===== src/rtl/aes_inv_pkg.sv =====
// Shared AES inverse-cipher types, constants and the inverse S-box table.
package aes_inv_pkg;

    localparam int unsigned AES_NB_BYTES = 16;

    typedef logic [0:127] state_t;
    typedef logic [7:0]   byte_t;

    typedef enum logic [1:0] {
        IDLE = 2'd0,
        BUSY = 2'd1,
        DONE = 2'd2
    } fsm_t;

    localparam byte_t INV_SBOX [256] = '{
        8'h52, 8'h09, 8'h6a, 8'hd5, 8'h30, 8'h36, 8'ha5, 8'h38, 8'hbf, 8'h40, 8'ha3, 8'h9e, 8'h81, 8'hf3, 8'hd7, 8'hfb,
        8'h7c, 8'he3, 8'h39, 8'h82, 8'h9b, 8'h2f, 8'hff, 8'h87, 8'h34, 8'h8e, 8'h43, 8'h44, 8'hc4, 8'hde, 8'he9, 8'hcb,
        8'h54, 8'h7b, 8'h94, 8'h32, 8'ha6, 8'hc2, 8'h23, 8'h3d, 8'hee, 8'h4c, 8'h95, 8'h0b, 8'h42, 8'hfa, 8'hc3, 8'h4e,
        8'h08, 8'h2e, 8'ha1, 8'h66, 8'h28, 8'hd9, 8'h24, 8'hb2, 8'h76, 8'h5b, 8'ha2, 8'h49, 8'h6d, 8'h8b, 8'hd1, 8'h25,
        8'h72, 8'hf8, 8'hf6, 8'h64, 8'h86, 8'h68, 8'h98, 8'h16, 8'hd4, 8'ha4, 8'h5c, 8'hcc, 8'h5d, 8'h65, 8'hb6, 8'h92,
        8'h6c, 8'h70, 8'h48, 8'h50, 8'hfd, 8'hed, 8'hb9, 8'hda, 8'h5e, 8'h15, 8'h46, 8'h57, 8'ha7, 8'h8d, 8'h9d, 8'h84,
        8'h90, 8'hd8, 8'hab, 8'h00, 8'h8c, 8'hbc, 8'hd3, 8'h0a, 8'hf7, 8'he4, 8'h58, 8'h05, 8'hb8, 8'hb3, 8'h45, 8'h06,
        8'hd0, 8'h2c, 8'h1e, 8'h8f, 8'hca, 8'h3f, 8'h0f, 8'h02, 8'hc1, 8'haf, 8'hbd, 8'h03, 8'h01, 8'h13, 8'h8a, 8'h6b,
        8'h3a, 8'h91, 8'h11, 8'h41, 8'h4f, 8'h67, 8'hdc, 8'hea, 8'h97, 8'hf2, 8'hcf, 8'hce, 8'hf0, 8'hb4, 8'he6, 8'h73,
        8'h96, 8'hac, 8'h74, 8'h22, 8'he7, 8'had, 8'h35, 8'h85, 8'he2, 8'hf9, 8'h37, 8'he8, 8'h1c, 8'h75, 8'hdf, 8'h6e,
        8'h47, 8'hf1, 8'h1a, 8'h71, 8'h1d, 8'h29, 8'hc5, 8'h89, 8'h6f, 8'hb7, 8'h62, 8'h0e, 8'haa, 8'h18, 8'hbe, 8'h1b,
        8'hfc, 8'h56, 8'h3e, 8'h4b, 8'hc6, 8'hd2, 8'h79, 8'h20, 8'h9a, 8'hdb, 8'hc0, 8'hfe, 8'h78, 8'hcd, 8'h5a, 8'hf4,
        8'h1f, 8'hdd, 8'ha8, 8'h33, 8'h88, 8'h07, 8'hc7, 8'h31, 8'hb1, 8'h12, 8'h10, 8'h59, 8'h27, 8'h80, 8'hec, 8'h5f,
        8'h60, 8'h51, 8'h7f, 8'ha9, 8'h19, 8'hb5, 8'h4a, 8'h0d, 8'h2d, 8'he5, 8'h7a, 8'h9f, 8'h93, 8'hc9, 8'h9c, 8'hef,
        8'ha0, 8'he0, 8'h3b, 8'h4d, 8'hae, 8'h2a, 8'hf5, 8'hb0, 8'hc8, 8'heb, 8'hbb, 8'h3c, 8'h83, 8'h53, 8'h99, 8'h61,
        8'h17, 8'h2b, 8'h04, 8'h7e, 8'hba, 8'h77, 8'hd6, 8'h26, 8'he1, 8'h69, 8'h14, 8'h63, 8'h55, 8'h21, 8'h0c, 8'h7d
    };

endpackage


===== src/rtl/inv_sbox.sv =====
// Combinational AES inverse S-box lookup, one byte in, one byte out.
module inv_sbox
    import aes_inv_pkg::*;
(
    input  logic [7:0] din,
    output logic [7:0] dout
);

    assign dout = INV_SBOX[din];

endmodule


===== src/rtl/inv_sub_bytes_seq.sv =====
// Sequential InvSubBytes: LANES shared inverse S-boxes walk the 16-byte state
// over 16/LANES cycles. Optional bypass port under INV_SUB_BYTES_SEQ_BYPASS_EN.
module inv_sub_bytes_seq
    import aes_inv_pkg::*;
#(
    parameter int unsigned LANES = 4
) (
    input  logic         clk,
    input  logic         rst_n,
`ifdef INV_SUB_BYTES_SEQ_BYPASS_EN
    input  logic         bypass,
`endif
    input  logic         in_valid,
    output logic         in_ready,
    input  logic [0:127] in_state,
    output logic         out_valid,
    input  logic         out_ready,
    output logic [0:127] out_state,
    output logic         busy
);

    localparam int unsigned NCHUNK = AES_NB_BYTES / LANES;
    localparam int unsigned IDX_W  = (NCHUNK > 1) ? $clog2(NCHUNK) : 1;

    if (!(LANES == 1 || LANES == 2 || LANES == 4 || LANES == 8 || LANES == 16)) begin : g_lanes_chk
        $error("inv_sub_bytes_seq: LANES must be 1, 2, 4, 8 or 16");
    end

    fsm_t             state_q, state_d;
    logic [IDX_W-1:0] idx_q, idx_d;
    state_t           work_q, work_d;
    logic             in_ready_q, in_ready_d;
    logic             busy_q, busy_d;
    logic             out_valid_q, out_valid_d;
    byte_t            sb_in  [LANES];
    byte_t            sb_out [LANES];

    for (genvar l = 0; l < LANES; l++) begin : g_lane
        inv_sbox u_inv_sbox (
            .din  (sb_in[l]),
            .dout (sb_out[l])
        );
    end

    // State register; flags are registered decodes of the next state.
    always_ff @(posedge clk or negedge rst_n) begin
        if (!rst_n) begin
            state_q     <= IDLE;
            idx_q       <= '0;
            work_q      <= '0;
            in_ready_q  <= 1'b1;
            busy_q      <= 1'b0;
            out_valid_q <= 1'b0;
        end else begin
            state_q     <= state_d;
            idx_q       <= idx_d;
            work_q      <= work_d;
            in_ready_q  <= in_ready_d;
            busy_q      <= busy_d;
            out_valid_q <= out_valid_d;
        end
    end

    // Next-state, chunk substitution and registered-flag decode.
    always_comb begin
        int unsigned base;
        state_d = state_q;
        idx_d   = idx_q;
        work_d  = work_q;
        base    = 32'(idx_q) * LANES * 8;
        for (int l = 0; l < int'(LANES); l++) begin
            sb_in[l] = work_q[base + 32'(l) * 8 +: 8];
        end

        case (state_q)
            IDLE: begin
                if (in_valid && in_ready_q) begin
                    work_d  = in_state;
                    idx_d   = '0;
                    state_d = BUSY;
`ifdef INV_SUB_BYTES_SEQ_BYPASS_EN
                    if (bypass) begin
                        state_d = DONE;
                    end
`endif
                end
            end
            BUSY: begin
                for (int l = 0; l < int'(LANES); l++) begin
                    work_d[base + 32'(l) * 8 +: 8] = sb_out[l];
                end
                if (idx_q == IDX_W'(NCHUNK - 1)) begin
                    idx_d   = '0;
                    state_d = DONE;
                end else begin
                    idx_d = idx_q + IDX_W'(1);
                end
            end
            DONE: begin
                if (out_ready) begin
                    state_d = IDLE;
                end
            end
            default: state_d = IDLE;
        endcase

        in_ready_d  = (state_d == IDLE);
        busy_d      = (state_d == BUSY);
        out_valid_d = (state_d == DONE);
    end

    assign in_ready  = in_ready_q;
    assign busy      = busy_q;
    assign out_valid = out_valid_q;
    assign out_state = work_q;

endmodule


===== config.mk =====
export PLATFORM = sky130hd
export DESIGN_NAME = inv_sub_bytes_seq
export DESIGN_NICKNAME = d
export VERILOG_FILES = /design/src/rtl/aes_inv_pkg.sv /design/src/rtl/inv_sbox.sv /design/src/rtl/inv_sub_bytes_seq.sv
export SDC_FILE = /design/constraint.sdc
export NUM_CORES = 1
export LEC_CHECK = 0
export CELL_PAD_IN_SITES_DETAIL_PLACEMENT = 0
export CELL_PAD_IN_SITES_GLOBAL_PLACEMENT = 2
export CORE_MARGIN = 4
export CORE_UTILIZATION = 37
export CTS_BUF_LIST = sky130_fd_sc_hd__clkbuf_4
export DETAILED_ROUTE_END_ITERATION = 16
export HOLD_SLACK_MARGIN = 0.03
export PLACE_DENSITY = 0.91
export SKIP_CTS_REPAIR_TIMING = 1
export SYNTH_ARGS = -nofsm -noshare
export SYNTH_HDL_FRONTEND = slang
export SYNTH_HIERARCHICAL = 1
export SYNTH_SLANG_ARGS = --single-unit
export TNS_END_PERCENT = 30

===== constraint.sdc =====
create_clock -name clk -period 6.65 [get_ports clk]
set_clock_uncertainty 0.15 [all_clocks]
set_input_delay 1.33 -clock clk [delete_from_list [all_inputs] [get_ports clk]]
set_output_delay 1.33 -clock clk [all_outputs]
set_load 0.02 [all_outputs]

==> Word level (Yosys, flattened, before mapping) <==
Memories as Yosys holds them, arrays and structs flattened.
Cells that the tools add are included.
{ "totals": {"ff_bits": 135, "romBits": 8192, "out_inout_bits": 131, "wordCells": 74, "mem_count": 4, "in_bits": 132} }
{ "mem_list": {"columns": ["name", "depth", "width", "rd", "rd_clocked_by_memory_dff", "write_ports", "line_no", "text"], "rows": [
  ["(name not given)", 256, 8, 1, 0, 0, "inv_sbox.sv:9", "assign dout = INV_SBOX[din];"],
  ["(name not given)", 256, 8, 1, 0, 0, "inv_sbox.sv:9", null],
  ["(name not given)", 256, 8, 1, 0, 0, "inv_sbox.sv:9", null],
  ["(name not given)", 256, 8, 1, 0, 0, "inv_sbox.sv:9", null]
]} }
{ "classes": {"shift": 12, "muxes": 21, "bitwise": 8, "eq_ne": 6, "n_lt_le_gt_ge": 4, "reduce_logical": 5, "add_sub_neg": 8} }
{ "op_table": {"columns": ["cell", "count"], "rows": [
  ["$shift A129 B34 Y128 const A", 4],
  ["$shiftx A128 B33 Y129", 4],
  ["$shiftx A129 B34 Y128", 4],
  ["$bwmux W128", 4],
  ["$pmux W128 S2", 1],
  ["$neg A33 Y34", 4],
  ["$mux W128", 1],
  ["$not A8 Y33", 3],
  ["$mux W8", 8],
  ["$ge A9 B9 Y1 const B", 4],
  ["$not A8 Y9", 4],
  ["$not A7 Y33", 1],
  ["$add A7 B5 Y8 const B", 2],
  ["$mux W2", 5],
  ["$add A7 B4 Y8 const B", 1],
  ["$eq A2 B2 Y1 const B", 3],
  ["$pmux W2 S3", 1],
  ["$eq A2 B1 Y1 const B", 2],
  ["$logic_not A2 Y1", 2],
  ["$pmux W2 S2", 1],
  ["$add A2 B1 Y2 const B", 1],
  ["$ne A2 B2 Y1 const B", 1],
  ["$reduce_and A2 Y1", 1],
  ["$reduce_bool A2 Y1", 1],
  ["$logic_and A1 B1 Y1", 1]
]} }

==> Longest topological paths before layout <==
{ "depth": {"word_depth": 12, "mapped_depth": 16, "mapped_depth_nobuf": 12} }

==> Hierarchy <==
Netlist, hierarchy kept.
{ "modules_own_cells": {"columns": ["mod", "seq_area_each_um2", "area_per_inst_um2", "instances", "cells_each"], "rows": [
  ["inv_sbox", 0.0, 3500.9, 4, 555],
  ["inv_sub_bytes_seq", 3379.5, 7389.6, 1, 525]
]} }

==> Worst setup path after synthesis <==
OpenSTA, ideal clock, no wires.
{ "synth_path": {"kind": "register -> register", "from": "register idx_q[0]", "to": "register work_q[3] (netlist: out_state[124])", "path_buffers": 4, "path_stages_with_launch": 16, "period_less_slack_ns": 4.260, "arrival_time_ns": 3.985, "setup_time_ns": 0.125, "slack_ns": 2.390, "required_ns": 6.375, "path_cell_list": "dfrtp_1 buf_4 buf_2 mux4_2 buf_2 inv_1 ha_1 buf_2 nand2_1 a31oi_1 mux4_2 a32oi_1 o221ai_1 and4b_1 a22o_1 mux2_2"} }
{ "synth_rtl": {"columns": ["item", "line_no", "text"], "rows": [
  ["start: declaration", "inv_sub_bytes_seq.sv:30", "logic [IDX_W-1:0] idx_q, idx_d;"],
  ["start signal: assignment", "inv_sub_bytes_seq.sv:56", "idx_q <= idx_d;"],
  ["end signal: assignment", "inv_sub_bytes_seq.sv:57", "work_q <= work_d;"],
  ["end: declaration", "inv_sub_bytes_seq.sv:31", "state_t work_q, work_d;"]
]} }

==> results.md <==
* Status: complete, no violations
* Via count at between 20000 and 30000
* Avg WL per Cell at 32.3 um
* Sequential element share of the synthesized area at 0.158
* Crit path capture type: register
* Syn. warnings at 6
* Syn_area_per_cell at 7.79 um2
* I/O pins at 263
* Global-route track usage on met2 at 0.529
* Post-Syn Area at around 21000 um2
* Clock tree sinks at 135
* Fill count at approximately 5800
* CTS Buffer Depth at 2
* Antenna violations before repair at 6
* Seq cells post-synth at between 100 and 150
* Worst reg2reg path depth at 11
* Final hold vios at 0
* FMAX at 185 MHz
* Critical path type: register to register
* Core Region at 56800 um2
* Final setup viols at 0
* Rel. slew slack at 0.141
* Remaining global-route overflow at 0
* Reg-to-reg startpoint: idx_q[1]
* GR Util met1 at 0.458
* Vias in the first global route at approximately 24000
* Mapped Nets at roughly 3000
* Hold_sp: out_state[67]
* CTS tree: built
* Worst slew pin tran at between 1 and 1.5 ns
* Share of cells above drive strength 1 at 0.132
* Vias per cell at roughly 7.2
* Initial Util at 0.376
* Final period utilization at 0.811
* Die area at a little over 60000 um2
* Unique masters post-synth at 76
* Num CTS Buffers at 17
* CP startpoint kind: register
* Tmin final at approximately 5.4 ns
* RSZ-0062 raised after global routing: false
* Initial drt markers at 4922
* First-pass GRT wire length at approximately 170000 um
* Die Y-Extent at between 200 and 250 um
* Grt met3 use at 0.0836
* WL final at around 110000 um
* Hold path cells at 1
* Ys async rst share at 1.00
* ANT nets after route at 0
* Global Route Usage Sum at 0.348
* Clk Latency, worst-skew pair at about 0.75 ns
* Worst hold path type: register to register
* Largest net degree at the start of global routing at approximately 100
* Sum Neg Setup Slack at 0 ns
* H-tree levels at 4
* Post-synth EDFFs at 0
* CP max FO at 30
* Placement Rows at slightly below 90
* Critical path data arrival time at slightly below 6 ns
* Clk pin slew, worst setup/hold paths at approximately 0.14 ns
* Synth Flop Type: dfrtp_1
* Chip width at 248 um
* Required @ worst endpoint at 7.16 ns
* Max-slew violation count at 0
* Worst R2R End: out_state[51]
* PortBufs at 262
* DRC viols at 0
* Clk Tree Root Cell: clkbuf_4
* Layer with the highest usage: met2
* Max-Cap Viols at 0
* Flop2flop setup slack at around 1.3 ns
* Routability cong. at around 1.0
* Area growth, synth to finish at 12.2%
* Nets at just under 3000
* Min-Delay Endpoint: out_state[67]
* Pre-Repair DR Iteration Count at 6
* DPL Wire Length at roughly 79000 um
* Post-Synthesis Cells at 2745
[cell usage in the layout, fill, tap and decap left out, types with 24 or more instances in the layout]
| master | synthesis | routed |
|---|---|---|
| clkdlybuf4s50_1 | 0 | 261 |
| a32o_1 | 131 | 131 |
| nor2b_1 | 78 | 76 |
| a311oi_1 | 32 | 32 |
| a21oi_1 | 179 | 175 |
| o311ai_0 | 32 | 32 |
| a31oi_1 | 64 | 64 |
| nor2_1 | 145 | 145 |
| o211ai_1 | 52 | 52 |
| inv_1 | 31 | 31 |
| and3_1 | 36 | 36 |
| dfrtp_1 | 134 | 132 |
| nand3_1 | 96 | 96 |
| mux2_2 | 128 | 128 |
| mux4_2 | 44 | 36 |
| a211oi_1 | 52 | 52 |
| nand2_1 | 212 | 212 |
| and2_1 | 34 | 32 |
| o311a_1 | 24 | 24 |
| buf_4 | 30 | 70 |
| a221oi_1 | 32 | 32 |
| o21ai_0 | 171 | 171 |
| o31ai_1 | 33 | 33 |
| o22ai_1 | 38 | 38 |
| nor3_1 | 80 | 80 |
| nand2b_1 | 99 | 98 |
| mux2i_1 | 32 | 32 |
| ha_1 | 84 | 84 |
[synth_stat cells, types with 20 or more instances]
| cell type | n | area share |
|---|---|---|
| nand2_1 | 212 | 0.037 |
| a21oi_1 | 179 | 0.042 |
| o21ai_0 | 171 | 0.040 |
| buf_2 | 150 | 0.035 |
| nor2_1 | 145 | 0.025 |
| dfrtp_1 | 134 | 0.16 |
| a32o_1 | 131 | 0.061 |
| mux2_2 | 128 | 0.067 |
| clkbuf_1 | 118 | 0.021 |
| nand2b_1 | 99 | 0.029 |
| nand3_1 | 96 | 0.022 |
| ha_1 | 84 | 0.049 |
| nor3_1 | 80 | 0.019 |
| nor2b_1 | 78 | 0.023 |
| a31oi_1 | 64 | 0.019 |
| a211oi_1 | 52 | 0.018 |
| o211ai_1 | 52 | 0.018 |
| mux4_2 | 44 | 0.046 |
| o22ai_1 | 38 | 0.011 |
| and3_1 | 36 | 0.011 |
| and2_1 | 34 | 0.0099 |
| o31ai_1 | 33 | 0.012 |
| a221oi_1 | 32 | 0.013 |
| a311oi_1 | 32 | 0.013 |
| mux2i_1 | 32 | 0.015 |
| o311ai_0 | 32 | 0.013 |
| inv_1 | 31 | 0.0054 |
| buf_4 | 30 | 0.011 |
| buf_6 | 28 | 0.015 |
| o311a_1 | 24 | 0.011 |
| o21a_1 | 20 | 0.0070 |
| o311ai_1 | 20 | 0.0082 |
| or3_1 | 20 | 0.0058 |
[how the worst max path moves through the flow]
stage | slack (ns) | endpoint | cells past startpoint | from
floorplan | 2.39 | out_state[124] | 15 | idx_q[0]
global placement | 1.45 | out_state[53] | 11 | idx_q[1]
detailed placement | 1.41 | out_state[117] | 11 | idx_q[1]
CTS | 1.36 | out_state[51] | 11 | idx_q[1]
global route | 1.08 | out_state[51] | 11 | idx_q[1]
finish | 1.25 | out_state[51] | 11 | idx_q[1]
[logic make-up (layout without fill, tap and decap cells)]
logic type,after synthesis,after routing,synth area share
compound gates,1029,1029,0.346
xor+xnor,4,4,0.00164
fa+ha+maj,84,84,0.0491
buf+inv,377,404,0.0963
flops,135,135,0.158
mux,204,204,0.129
other cells,0,3,0
simple gates,912,912,0.221
[flip-flops by register name (all words and copies together), names as in the netlist]
name,flops
busy,1
out_state,128
out_valid,1
in_ready,1
state_q,2
idx_q,2
[stage by stage]
stage | instance area [um2] | hold slack [ns] | util | instances | setup slack, ns
global placement | 23700 | 0.364 | 0.417 | 3496 | 1.45
floorplan | 21400 | 0.456 | - | 2745 | 2.39
finish | 24000 | 0.400 | 0.422 | 3531 | 1.25
CTS | 24000 | 0.402 | 0.422 | 3528 | 1.36
detailed placement | 23700 | 0.373 | 0.417 | 3496 | 1.41
global route | 24000 | 0.419 | 0.422 | 3531 | 1.08
[worst max-delay path: stages, from the launching register on]
cell,delay [ns]
dfrtp_2,1.09
mux4_2,0.79
inv_1,0.35
ha_1,0.85
and2b_1,0.33
nor3_1,0.41
a31oi_1,0.08
a221oi_1,0.38
o311ai_1,0.16
o31ai_1,0.26
a32o_1,0.27
mux2_2,0.15
[metal layers]
metal / wire (um) / vias to the layer above
met4: 6960 / 2
li1: - / 10600
met3: 12500 / 429
met2: 49800 / 2028
met5: 13 / -
met1: 44700 / 12400
[final cells by class]
class	count	area [um2]	share of cell area
sequential	135	3380	0.141
inverter	39	146	0.00610
antenna	3	7.51	0.000313
clock inverter	12	151	0.00631
timing repair buffer	333	3170	0.132
clock buffer	20	150	0.00625
multi-input combinational	2233	16000	0.669
tap	756	946	0.0394
Power is not shown: default switching activity piles up to over one toggle a cycle in this logic, so the estimate is an artifact.
